<file path="config.mk">
export PLATFORM = sky130hd
export DESIGN_NAME = fir_sample_feeder
export DESIGN_NICKNAME = d
export VERILOG_FILES = /design/src/rtl/fir_pkg.sv /design/src/rtl/sync_fifo.sv /design/src/rtl/fir_sample_feeder.sv
export SDC_FILE = /design/constraint.sdc
export NUM_CORES = 1
export LEC_CHECK = 0
export ABC_AREA = 1
export CORE_AREA = 3 3 118 120
export CTS_CLUSTER_SIZE = 40
export DETAILED_ROUTE_END_ITERATION = 10
export DIE_AREA = 0 0 121 123
export PLACE_DENSITY = 0.8
export SYNTH_ARGS = -nofsm -noshare
export SYNTH_HDL_FRONTEND = slang
export SYNTH_SLANG_ARGS = --single-unit
</file>
<file path="constraint.sdc">
create_clock -name clk -period 3.9 [get_ports clk]
set_input_delay 0.78 -clock clk [delete_from_list [all_inputs] [get_ports clk]]
set_output_delay 0.78 -clock clk [all_outputs]
set_load 0.005 [all_outputs]
</file>
<file path="src/rtl/fir_pkg.sv">
// Shared definitions for the FIR sample feeder slice.
//   DEFAULT_DATA_SIZE : default sample width, matches the filter's DATA_SIZE
//   state_t           : pacing FSM state (IDLE / COUNT / SLOT)
//   width_of()        : bits needed to hold the values 0..max_value
package fir_pkg;

  localparam int DEFAULT_DATA_SIZE = 9;

  typedef enum logic [1:0] {
    IDLE  = 2'd0,
    COUNT = 2'd1,
    SLOT  = 2'd2
  } state_t;

  function automatic int width_of(input int max_value);
    return (max_value < 2) ? 1 : $clog2(max_value + 1);
  endfunction

endpackage

</file>
<file path="src/rtl/sync_fifo.sv">
// Single-clock FIFO, DATA_SIZE x DEPTH (DEPTH a power of two).
//   clk, rst_n  : clock, asynchronous active-low reset (empties the FIFO)
//   push, wdata : write request and data; ignored while full
//   pop         : read request; ignored while empty
//   rdata       : current head (valid while not empty)
//   full, empty : status, both derived from the registered level
//   level       : occupancy 0..DEPTH
module sync_fifo
  import fir_pkg::*;
#(
  parameter  int DATA_SIZE = DEFAULT_DATA_SIZE,
  parameter  int DEPTH     = 16,
  localparam int LW        = width_of(DEPTH)
) (
  input  logic                 clk,
  input  logic                 rst_n,
  input  logic                 push,
  input  logic                 pop,
  input  logic [DATA_SIZE-1:0] wdata,
  output logic [DATA_SIZE-1:0] rdata,
  output logic                 full,
  output logic                 empty,
  output logic [LW-1:0]        level
);

  localparam int AW = $clog2(DEPTH);

  logic [DATA_SIZE-1:0] mem [DEPTH];
  logic [AW-1:0]        wr_ptr;
  logic [AW-1:0]        rd_ptr;
  logic                 do_push;
  logic                 do_pop;

  // Status comes from the level register alone, so a pop on a full edge
  // cannot admit a push in the same cycle.
  assign full    = (level == LW'(DEPTH));
  assign empty   = (level == '0);
  assign do_push = push && !full;
  assign do_pop  = pop && !empty;
  assign rdata   = mem[rd_ptr];

  // NOTE: the storage array has no reset; occupancy is tracked by the
  // pointers and level, so stale contents are never observed.
  always_ff @(posedge clk) begin
    if (do_push) mem[wr_ptr] <= wdata;
  end

  // NOTE: sequential state uses non-blocking assignments so every register
  // samples pre-edge values regardless of statement order.
  always_ff @(posedge clk or negedge rst_n) begin
    if (!rst_n) begin
      wr_ptr <= '0;
      rd_ptr <= '0;
      level  <= '0;
    end else begin
      // Pointers wrap naturally because DEPTH is a power of two.
      if (do_push) wr_ptr <= wr_ptr + 1'b1;
      if (do_pop)  rd_ptr <= rd_ptr + 1'b1;
      case ({do_push, do_pop})
        2'b10:   level <= level + 1'b1;
        2'b01:   level <= level - 1'b1;
        default: level <= level;
      endcase
    end
  end

endmodule

</file>
<file path="src/rtl/fir_sample_feeder.sv">
// Paces buffered samples onto the FIR filter input, one slot every PERIOD
// cycles while enabled.
//   clk, rst_n          : clock, asynchronous active-low reset
//   in_data, in_valid   : producer sample and offer
//   in_ready            : FIFO not full (from registered level only)
//   enable              : run pacing; low holds the period counter at 0
//   data, data_ready    : registered sample and its one-cycle strobe
//   underrun            : one-cycle pulse when a slot finds the FIFO empty
//   level               : FIFO occupancy
module fir_sample_feeder
  import fir_pkg::*;
#(
  parameter  int DATA_SIZE = DEFAULT_DATA_SIZE,
  parameter  int DEPTH     = 16,
  parameter  int PERIOD    = 10,
  localparam int LW        = width_of(DEPTH)
) (
  input  logic                        clk,
  input  logic                        rst_n,
  input  logic signed [DATA_SIZE-1:0] in_data,
  input  logic                        in_valid,
  output logic                        in_ready,
  input  logic                        enable,
  output logic signed [DATA_SIZE-1:0] data,
  output logic                        data_ready,
  output logic                        underrun,
  output logic [LW-1:0]               level
);

  localparam int            CW   = width_of(PERIOD - 1);
  localparam logic [CW-1:0] LAST = CW'(PERIOD - 1);

  state_t               state;
  state_t               state_nxt;
  logic [CW-1:0]        cnt;
  logic                 slot_edge;
  logic                 pop;
  logic                 fifo_full;
  logic                 fifo_empty;
  logic [DATA_SIZE-1:0] head;

  assign in_ready = !fifo_full;

  sync_fifo #(
    .DATA_SIZE (DATA_SIZE),
    .DEPTH     (DEPTH)
  ) u_fifo (
    .clk   (clk),
    .rst_n (rst_n),
    .push  (in_valid),
    .pop   (pop),
    .wdata (in_data),
    .rdata (head),
    .full  (fifo_full),
    .empty (fifo_empty),
    .level (level)
  );

  // Period counter: cleared while paused so re-enabling starts a full period.
  always_ff @(posedge clk or negedge rst_n) begin
    if (!rst_n)             cnt <= '0;
    else if (!enable)       cnt <= '0;
    else if (cnt == LAST)   cnt <= '0;
    else                    cnt <= cnt + 1'b1;
  end

  always_ff @(posedge clk or negedge rst_n) begin
    if (!rst_n) state <= IDLE;
    else        state <= state_nxt;
  end

  // NOTE: every combinational output gets a default first so no path
  // leaves it unassigned and infers a latch.
  always_comb begin
    state_nxt = state;
    if (!enable) begin
      state_nxt = IDLE;
    end else begin
      case (state)
        IDLE:    state_nxt = COUNT;
        COUNT:   if (cnt == LAST) state_nxt = SLOT;
        SLOT:    state_nxt = COUNT;
        default: state_nxt = IDLE;
      endcase
    end
  end

  // The last count of a period is only reachable in COUNT while enabled.
  always_comb begin
    slot_edge = 1'b0;
    pop       = 1'b0;
    if (state == COUNT && enable && cnt == LAST) begin
      slot_edge = 1'b1;
      pop       = !fifo_empty;
    end
  end

  // Emptiness is sampled before the edge, so a sample pushed on the slot
  // edge itself waits for the next slot.
  always_ff @(posedge clk or negedge rst_n) begin
    if (!rst_n) begin
      data       <= '0;
      data_ready <= 1'b0;
      underrun   <= 1'b0;
    end else begin
      data_ready <= pop;
      underrun   <= slot_edge && fifo_empty;
      if (pop) data <= head;
    end
  end

endmodule
</file>
==> flow_metrics.env, run 1 <==
export IMPL_status="complete, no violations"
export IMPL_numCtsBuffers=17
export IMPL_critPathMaxStageDelay_ns=0.48
export IMPL_clk_pin_slew_worst_paths_ns=0.06
export IMPL_rsz0062_at_grt="false"
export IMPL_n_fill_cell=944
export IMPL_synth_seq_area_share=0.657
export IMPL_critical_path_required_ns=4.22
export IMPL_slew_headroom=0.361
export IMPL_port_buffers=29
export IMPL_fp_row_count=42
export IMPL_cts_root_buf="clkbuf_16"
export IMPL_dieHeight_um=123
export IMPL_switching_share=0.257
export IMPL_max_freq_mhz=317
export IMPL_critPathTopFamily="simple AND/OR/NAND/NOR gates"
export IMPL_cp_max_fo=17
export IMPL_hold_buffers=0
export IMPL_io_pins=30
export IMPL_track_usage=0.242
export IMPL_post_dp_hpwl_mm=10.7
export IMPL_synth_flop_cell="edfxtp_1"
export IMPL_worst_ep_arrival_time_ns=3.47
export IMPL_syn_nets=789
export IMPL_reg2reg_from="cnt[1]$_DFF_PN0_"
export IMPL_synthTopCellsByArea="edfxtp_1, nand2_1, dfrtp_1"
export IMPL_yosys_area_top_type="edfxtp_1"
export IMPL_slowest_stage="clkdlybuf4s50_1"
export IMPL_synth_cell_type_count=23
export IMPL_hold_viol=0
export IMPL_cts_tree="done"
export IMPL_min_from="state[0]$_DFFE_PN0P_"
export IMPL_fin_skew_ns=0.00773
export IMPL_power_density_nw_per_um2=532
export IMPL_yosysTopAreaCellShare=0.560
export IMPL_postSynthCellCount=766
export IMPL_fin_crit_ns=3.15
export IMPL_route_detailed_drc=0
export IMPL_totalWireLength_mm=16.9
export IMPL_die_w_um=121
export IMPL_grt_start_max_net_pins=75
export IMPL_dp_cells=946
export IMPL_synthArstFlopShare=0.172
export IMPL_initial_core_util=0.590
export IMPL_worst_r2r_path_depth=15
export IMPL_cap_violations=0
export IMPL_crit_chain="clkdlybuf4s50_1, nand3_1, nor3_2, nand2_1, inv_2, ha_1, xor2_1, ha_1, nor2_1, nand2_1, a21oi_1, nand2_1, nand2_1, nand2_1"
export IMPL_ant_nets=0
export IMPL_min_path_type="reg2reg"
export IMPL_htree_levels=4
export IMPL_core_um2=13100
export IMPL_cts_setup_buffers=0
export IMPL_synth_area_um2=7720
export IMPL_cts_buffer_depth=2
export IMPL_drt_iter0_drc=524
export IMPL_grt_overflow=0
export IMPL_synth_avg_cell_area_um2=10.1
export IMPL_hold_path_end="state[0]$_DFFE_PN0P_"
export IMPL_leakage_nw=3.78
export IMPL_post_drt_wl_per_cell_um=17.2
export IMPL_reg2reg_slack_ns=0.95
export IMPL_first_global_vias=5104
export IMPL_finalNonFillerCells=978
export IMPL_worstHoldPathCells=1
export IMPL_power_frac_clock=0.364
export IMPL_diodes=0
export IMPL_synth_most_common_cell="nand2_1"
export IMPL_combPwrFrac=0.131
export IMPL_yosysWarningCount=0
export IMPL_crit_path_end_kind="flip-flop"
export IMPL_via_per_inst=5.32
export IMPL_r2r_end="u_fifo.level[4]$_DFFE_PN0P_"
export IMPL_cp_common_cell="nand2_1"
export IMPL_vias=5202
export IMPL_grt_pass1_wl_mm=26.8
export IMPL_p_int_mw=3.41
export IMPL_finalMaxSlewViolations=0
export IMPL_yosys_top_cells_count="nand2_1, edfxtp_1, inv_1"
export IMPL_seq_power_share=0.505
export IMPL_final_nets=812
export IMPL_min_period_over_period=0.808
export IMPL_drive_gt1_frac=0.0461
export IMPL_p_sw_mw=1.18
export IMPL_firstDrtPassIters=5
export IMPL_vdd_drop_max_v=0.000356
export IMPL_tightest_slew_ns=0.956
export IMPL_synth_seq_cells=174
export IMPL_clock_sinks=174
export IMPL_synth_edf_count=144
export IMPL_die_area_um2=14900
export IMPL_worstSkewPairLatency_ns=0.43
export IMPL_antenna_found_initial=0
export IMPL_criticalPathCategory="in2reg"
export IMPL_routabilityCongestion=0.926
export IMPL_tns_ns=0
export IMPL_cts_resized=0
export IMPL_setup_viol=0
export IMPL_crit_path_start_kind="primary input"
export IMPL_worst_path_buf_inv=2
export IMPL_area_delta_synth_final_pct=11.8
[flip-flops by register name, summed over array words and instances, names as in the netlist]
| register | flops |
|---|---|
| cnt | 4 |
| u_fifo.mem | 144 |
| data | 9 |
| u_fifo.wr_ptr | 4 |
| state | 2 |
| data_ready | 1 |
| u_fifo.rd_ptr | 4 |
| underrun | 1 |
| u_fifo.level | 5 |
[layer usage]
metal,GRT usage,part of all wire,vias up
met5,0,0,-
met4,0.118,0.035,0
met3,0.0457,0.060,49
met2,0.407,0.52,192
met1,0.304,0.39,2473
li1,-,-,2488
[cell usage in the layout (no fill, tap or decap)]
cell type / count
nand2_1: 249
edfxtp_1: 144
inv_1: 130
nand3_1: 115
dfrtp_1: 29
clkdlybuf4s50_1: 29
nor2_1: 27
clkbuf_16: 17
ha_1: 10
xor2_1: 8
o21ai_0: 8
clkinvlp_4: 5
buf_4: 4
inv_2: 3
a21oi_1: 3
clkinv_1: 3
bufinv_16: 3
clkbuf_1: 3
nand4_1: 2
xnor2_1: 2
clkinv_2: 2
nor3_2: 1
nor2_2: 1
nor4_1: 1
a21boi_0: 1
nand3b_1: 1
dfrtp_2: 1
[cell type report]
class / instances / area [µm²] / share of cell area
tap: 176 / 220 / 0.0255
multi-input combinational: 429 / 1930 / 0.224
inverter: 134 / 503 / 0.0583
sequential: 174 / 5080 / 0.588
clock buffer: 20 / 437 / 0.0506
timing repair buffer: 33 / 320 / 0.0371
clock inverter: 12 / 145 / 0.0168
[worst max-delay path by stage]
stage / start / to / slack, ns / depth (start not counted)
after CTS: enable / u_fifo.level[4]$_DFFE_PN0P_ / 0.83 / 14
after floorplan: enable / u_fifo.level[4]$_DFFE_PN0P_ / 1.45 / 14
after detailed placement: enable / u_fifo.level[4]$_DFFE_PN0P_ / 0.40 / 14
final: enable / u_fifo.level[4]$_DFFE_PN0P_ / 0.75 / 14
after global placement: enable / u_fifo.level[4]$_DFFE_PN0P_ / 0.62 / 14
after global routing: enable / u_fifo.level[4]$_DFFE_PN0P_ / 0.44 / 14
[worst reg2reg max path: cells and delay by family (launching register included)]
kind	cells	cell delay, ns
and+or+nand+nor	8	1.12
adders and majority gates	3	0.65
DFF	1	0.40
buffers and inverters	2	0.37
AOI/OAI and AO/OA	1	0.19
xor gates and xnor gates	1	0.12
[power by group through the flow]
stage | logic [mW] | clock network [mW] | registers (mW)
2_1_floorplan | 0.379 | 0 | 2.32
3_3_place_gp | 0.562 | 0 | 2.34
3_5_place_dp | 0.594 | 0 | 2.35
4_1_cts | 0.600 | 1.68 | 2.31
5_1_grt | 0.677 | 1.76 | 2.33
6_report | 0.602 | 1.67 | 2.32
[stage by stage]
stage | total power [mW] | utilization | instance area [µm²] | hold WS (ns) | setup WS (ns)
2_1_floorplan | 2.70 | - | 7720 | 0.420 | 1.45
3_3_place_gp | 2.90 | 0.615 | 8050 | 0.434 | 0.617
3_5_place_dp | 2.94 | 0.615 | 8050 | 0.445 | 0.395
4_1_cts | 4.59 | 0.660 | 8630 | 0.453 | 0.831
5_1_grt | 4.76 | 0.660 | 8630 | 0.462 | 0.441
6_report | 4.59 | 0.660 | 8630 | 0.451 | 0.749
[cells by family (layout without fill, tap and decap cells)]
family / after synthesis / in the layout / share of synthesized area
flops: 174 / 174 / 0.657
simple gates: 397 / 397 / 0.214
fa+ha+maj: 10 / 10 / 0.0162
compound gates: 12 / 12 / 0.00811
buf+inv: 163 / 199 / 0.0926
xor+xnor: 10 / 10 / 0.0113
Power figures use the tool's default switching activity.
==> run 2, diff against run 1 <==
Settings changed: CORE_AREA 3 3 118 120 to 3 3 123 125, DIE_AREA 0 0 121 123 to 0 0 126 128, PLACE_DENSITY 0.8 to 0.78.
Clock period 3.9 ns to 2.6 ns, I/O delays scaled along.
==> run 2 against run 1 <==
Net effect:
- flip-flop and latch count is the same
- clock skew grew 0.010 ns
- cell count rose by 3.1%
- hold slack gained 0.025 ns
- combinational power grew 60%
- power increased by 49%
- largest cell class unchanged
==> flow_metrics.env, run 2 (synthesis results as in run 1) <==
export IMPL_slew_headroom=0.444
export IMPL_cap_violations=0
export IMPL_vias=5395
export IMPL_cts_buffer_depth=2
export IMPL_finalMaxSlewViolations=0
export IMPL_die_area_um2=16100
export IMPL_final_nets=838
export IMPL_area_delta_synth_final_pct=14.2
export IMPL_crit_chain="ha_1, nand2_1, nor3_2, nand2_1, inv_2, ha_1, xor2_1, ha_1, nor2_1, nand2_1, a21oi_1, nand2_1, nand2_1, nand2_1"
export IMPL_critPathMaxStageDelay_ns=0.41
export IMPL_crit_path_start_kind="flip-flop"
export IMPL_antenna_found_initial=0
export IMPL_rsz0062_at_grt="false"
export IMPL_cp_common_cell="nand2_1"
export IMPL_layout_commonest_cell="nand2_1"
export IMPL_cts_resized=0
export IMPL_place_area_um2=8260
export IMPL_dp_cells=976
export IMPL_max_freq_mhz=436
export IMPL_regMostFlops="u_fifo.mem"
export IMPL_hold_buffers=0
export IMPL_finalNonFillerCells=1008
export IMPL_vdd_drop_max_v=0.000480
export IMPL_clock_sinks=174
export IMPL_cts_root_buf="clkbuf_16"
export IMPL_ant_nets=0
export IMPL_setup_viol=0
export IMPL_grt_start_max_net_pins=75
export IMPL_pre_cts_ws_ns=-0.0552
export IMPL_clk_pin_slew_worst_paths_ns=0.06
export IMPL_totalWireLength_mm=16.6
export IMPL_power_density_nw_per_um2=774
export IMPL_worst_path_buf_inv=1
export IMPL_via_per_inst=5.35
export IMPL_io_pins=30
export IMPL_min_path_type="reg2reg"
export IMPL_n_fill_cell=1094
export IMPL_final_cell_mix="nand2_1, edfxtp_1, inv_1"
export IMPL_critical_path_required_ns=2.93
export IMPL_htree_levels=4
export IMPL_drt_iter0_drc=488
export IMPL_status="complete, no violations"
export IMPL_cp_max_fo=4
export IMPL_drive_gt1_frac=0.0761
export IMPL_die_w_um=126
export IMPL_criticalPathCategory="reg2reg"
export IMPL_largest_reg_flops=144
export IMPL_worstSkewPairLatency_ns=0.43
export IMPL_grt_overflow=0
export IMPL_core_um2=14000
export IMPL_setup_slack_ns=0.307
export IMPL_top_layer="met4"
export IMPL_firstDrtPassIters=6
export IMPL_fin_crit_ns=2.29
export IMPL_first_global_vias=5176
export IMPL_port_buffers=29
export IMPL_crit_path_end_kind="flip-flop"
export IMPL_hold_viol=0
export IMPL_tightest_slew_ns=0.833
export IMPL_min_period_over_period=0.882
export IMPL_routabilityCongestion=0.813
export IMPL_post_drt_wl_per_cell_um=16.5
export IMPL_fp_row_count=43
export IMPL_critPathTopFamily="simple AND/OR/NAND/NOR gates"
export IMPL_met1_length_mm=6.47
export IMPL_numCtsBuffers=17
export IMPL_largestRegisters="u_fifo.mem: 144 flops, data: 9 flops, u_fifo.level: 5 flops"
export IMPL_fin_skew_ns=0.0177
export IMPL_wl_met2_mm=8.42
export IMPL_route_detailed_drc=0
export IMPL_dieHeight_um=128
export IMPL_cts_tree="done"
export IMPL_leakage_nw=3.92
export IMPL_grt_pass1_wl_mm=26.3
export IMPL_track_usage=0.215
export IMPL_diodes=0
export IMPL_worst_ep_arrival_time_ns=2.62
export IMPL_cts_setup_buffers=0
export IMPL_post_dp_hpwl_mm=10.0
export IMPL_slowest_stage="dfrtp_1"
export IMPL_initial_core_util=0.552
export IMPL_stdcell_area_um2=8820
export IMPL_met3WireLength_mm=1.17
-- run 2: power breakdown --
| group | internal, mW | total (mW) | switching [mW] |
|---|---|---|---|
| registers | 3.32 | 3.46 | 0.143 |
| clock network | 1.40 | 2.40 | 1.00 |
| logic | 0.346 | 0.962 | 0.616 |
| total | 5.06 | 6.82 | 1.76 |
-- run 2: path summary, 6_finish.rpt --
kind / from / endpoint / slack (ns) / depth (start not counted)
min: state[0]$_DFFE_PN0P_ / state[0]$_DFFE_PN0P_ / 0.48 / 1
max reg2reg: cnt[0]$_DFF_PN0_ / u_fifo.level[4]$_DFFE_PN0P_ / 0.31 / 14
max: cnt[0]$_DFF_PN0_ / u_fifo.level[4]$_DFFE_PN0P_ / 0.31 / 14
min reg2reg: state[0]$_DFFE_PN0P_ / state[0]$_DFFE_PN0P_ / 0.48 / 1
max in group asynchronous: rst_n / u_fifo.rd_ptr[0]$_DFFE_PN0P_ / 1.80 / 2
min in group asynchronous: rst_n / underrun$_DFF_PN0_ / 0.49 / 2
-- run 2: stage by stage --
| step | setup TNS, ns | power (mW) | util | hold WS (ns) |
|---|---|---|---|---|
| 2_1_floorplan | 0 | 4.05 | - | 0.224 |
| 3_3_place_gp | 0 | 4.41 | 0.591 | 0.435 |
| 3_5_place_dp | -0.0552 | 4.46 | 0.591 | 0.473 |
| 4_1_cts | 0 | 6.84 | 0.630 | 0.479 |
| 5_1_grt | 0 | 7.10 | 0.630 | 0.499 |
| 6_report | 0 | 6.82 | 0.630 | 0.476 |
-- run 2: metal layers --
| metal | track usage | vias to the layer above |
|---|---|---|
| met5 | 0 | - |
| met2 | 0.364 | 214 |
| li1 | - | 2542 |
| met3 | 0.0371 | 35 |
| met4 | 0.113 | 0 |
| met1 | 0.267 | 2604 |
-- run 2: final cells by class --
| cell class | count | area [µm²] | area share |
|---|---|---|---|
| tap | 180 | 225 | 0.0255 |
| timing repair buffer | 59 | 528 | 0.0599 |
| clock buffer | 19 | 433 | 0.0491 |
| multi-input combinational | 429 | 1930 | 0.219 |
| clock inverter | 13 | 121 | 0.0138 |
| inverter | 134 | 503 | 0.0571 |
| sequential | 174 | 5080 | 0.576 |
-- run 2: worst register-to-register path, delay by kind of cell (launching register included) --
kind	cells	cell delay, ns
flops	1	0.41
simple gates	8	0.76
compound gates	1	0.17
fa+ha+maj	3	0.63
buf+inv	1	0.04
xor+xnor	1	0.19
==> run 3, diff against run 2 <==
Settings changed: GPL_ROUTABILITY_DRIVEN from default to 0.
==> results of run 3 <==
Final layout, timing and power as in run 2 (identical DEF).
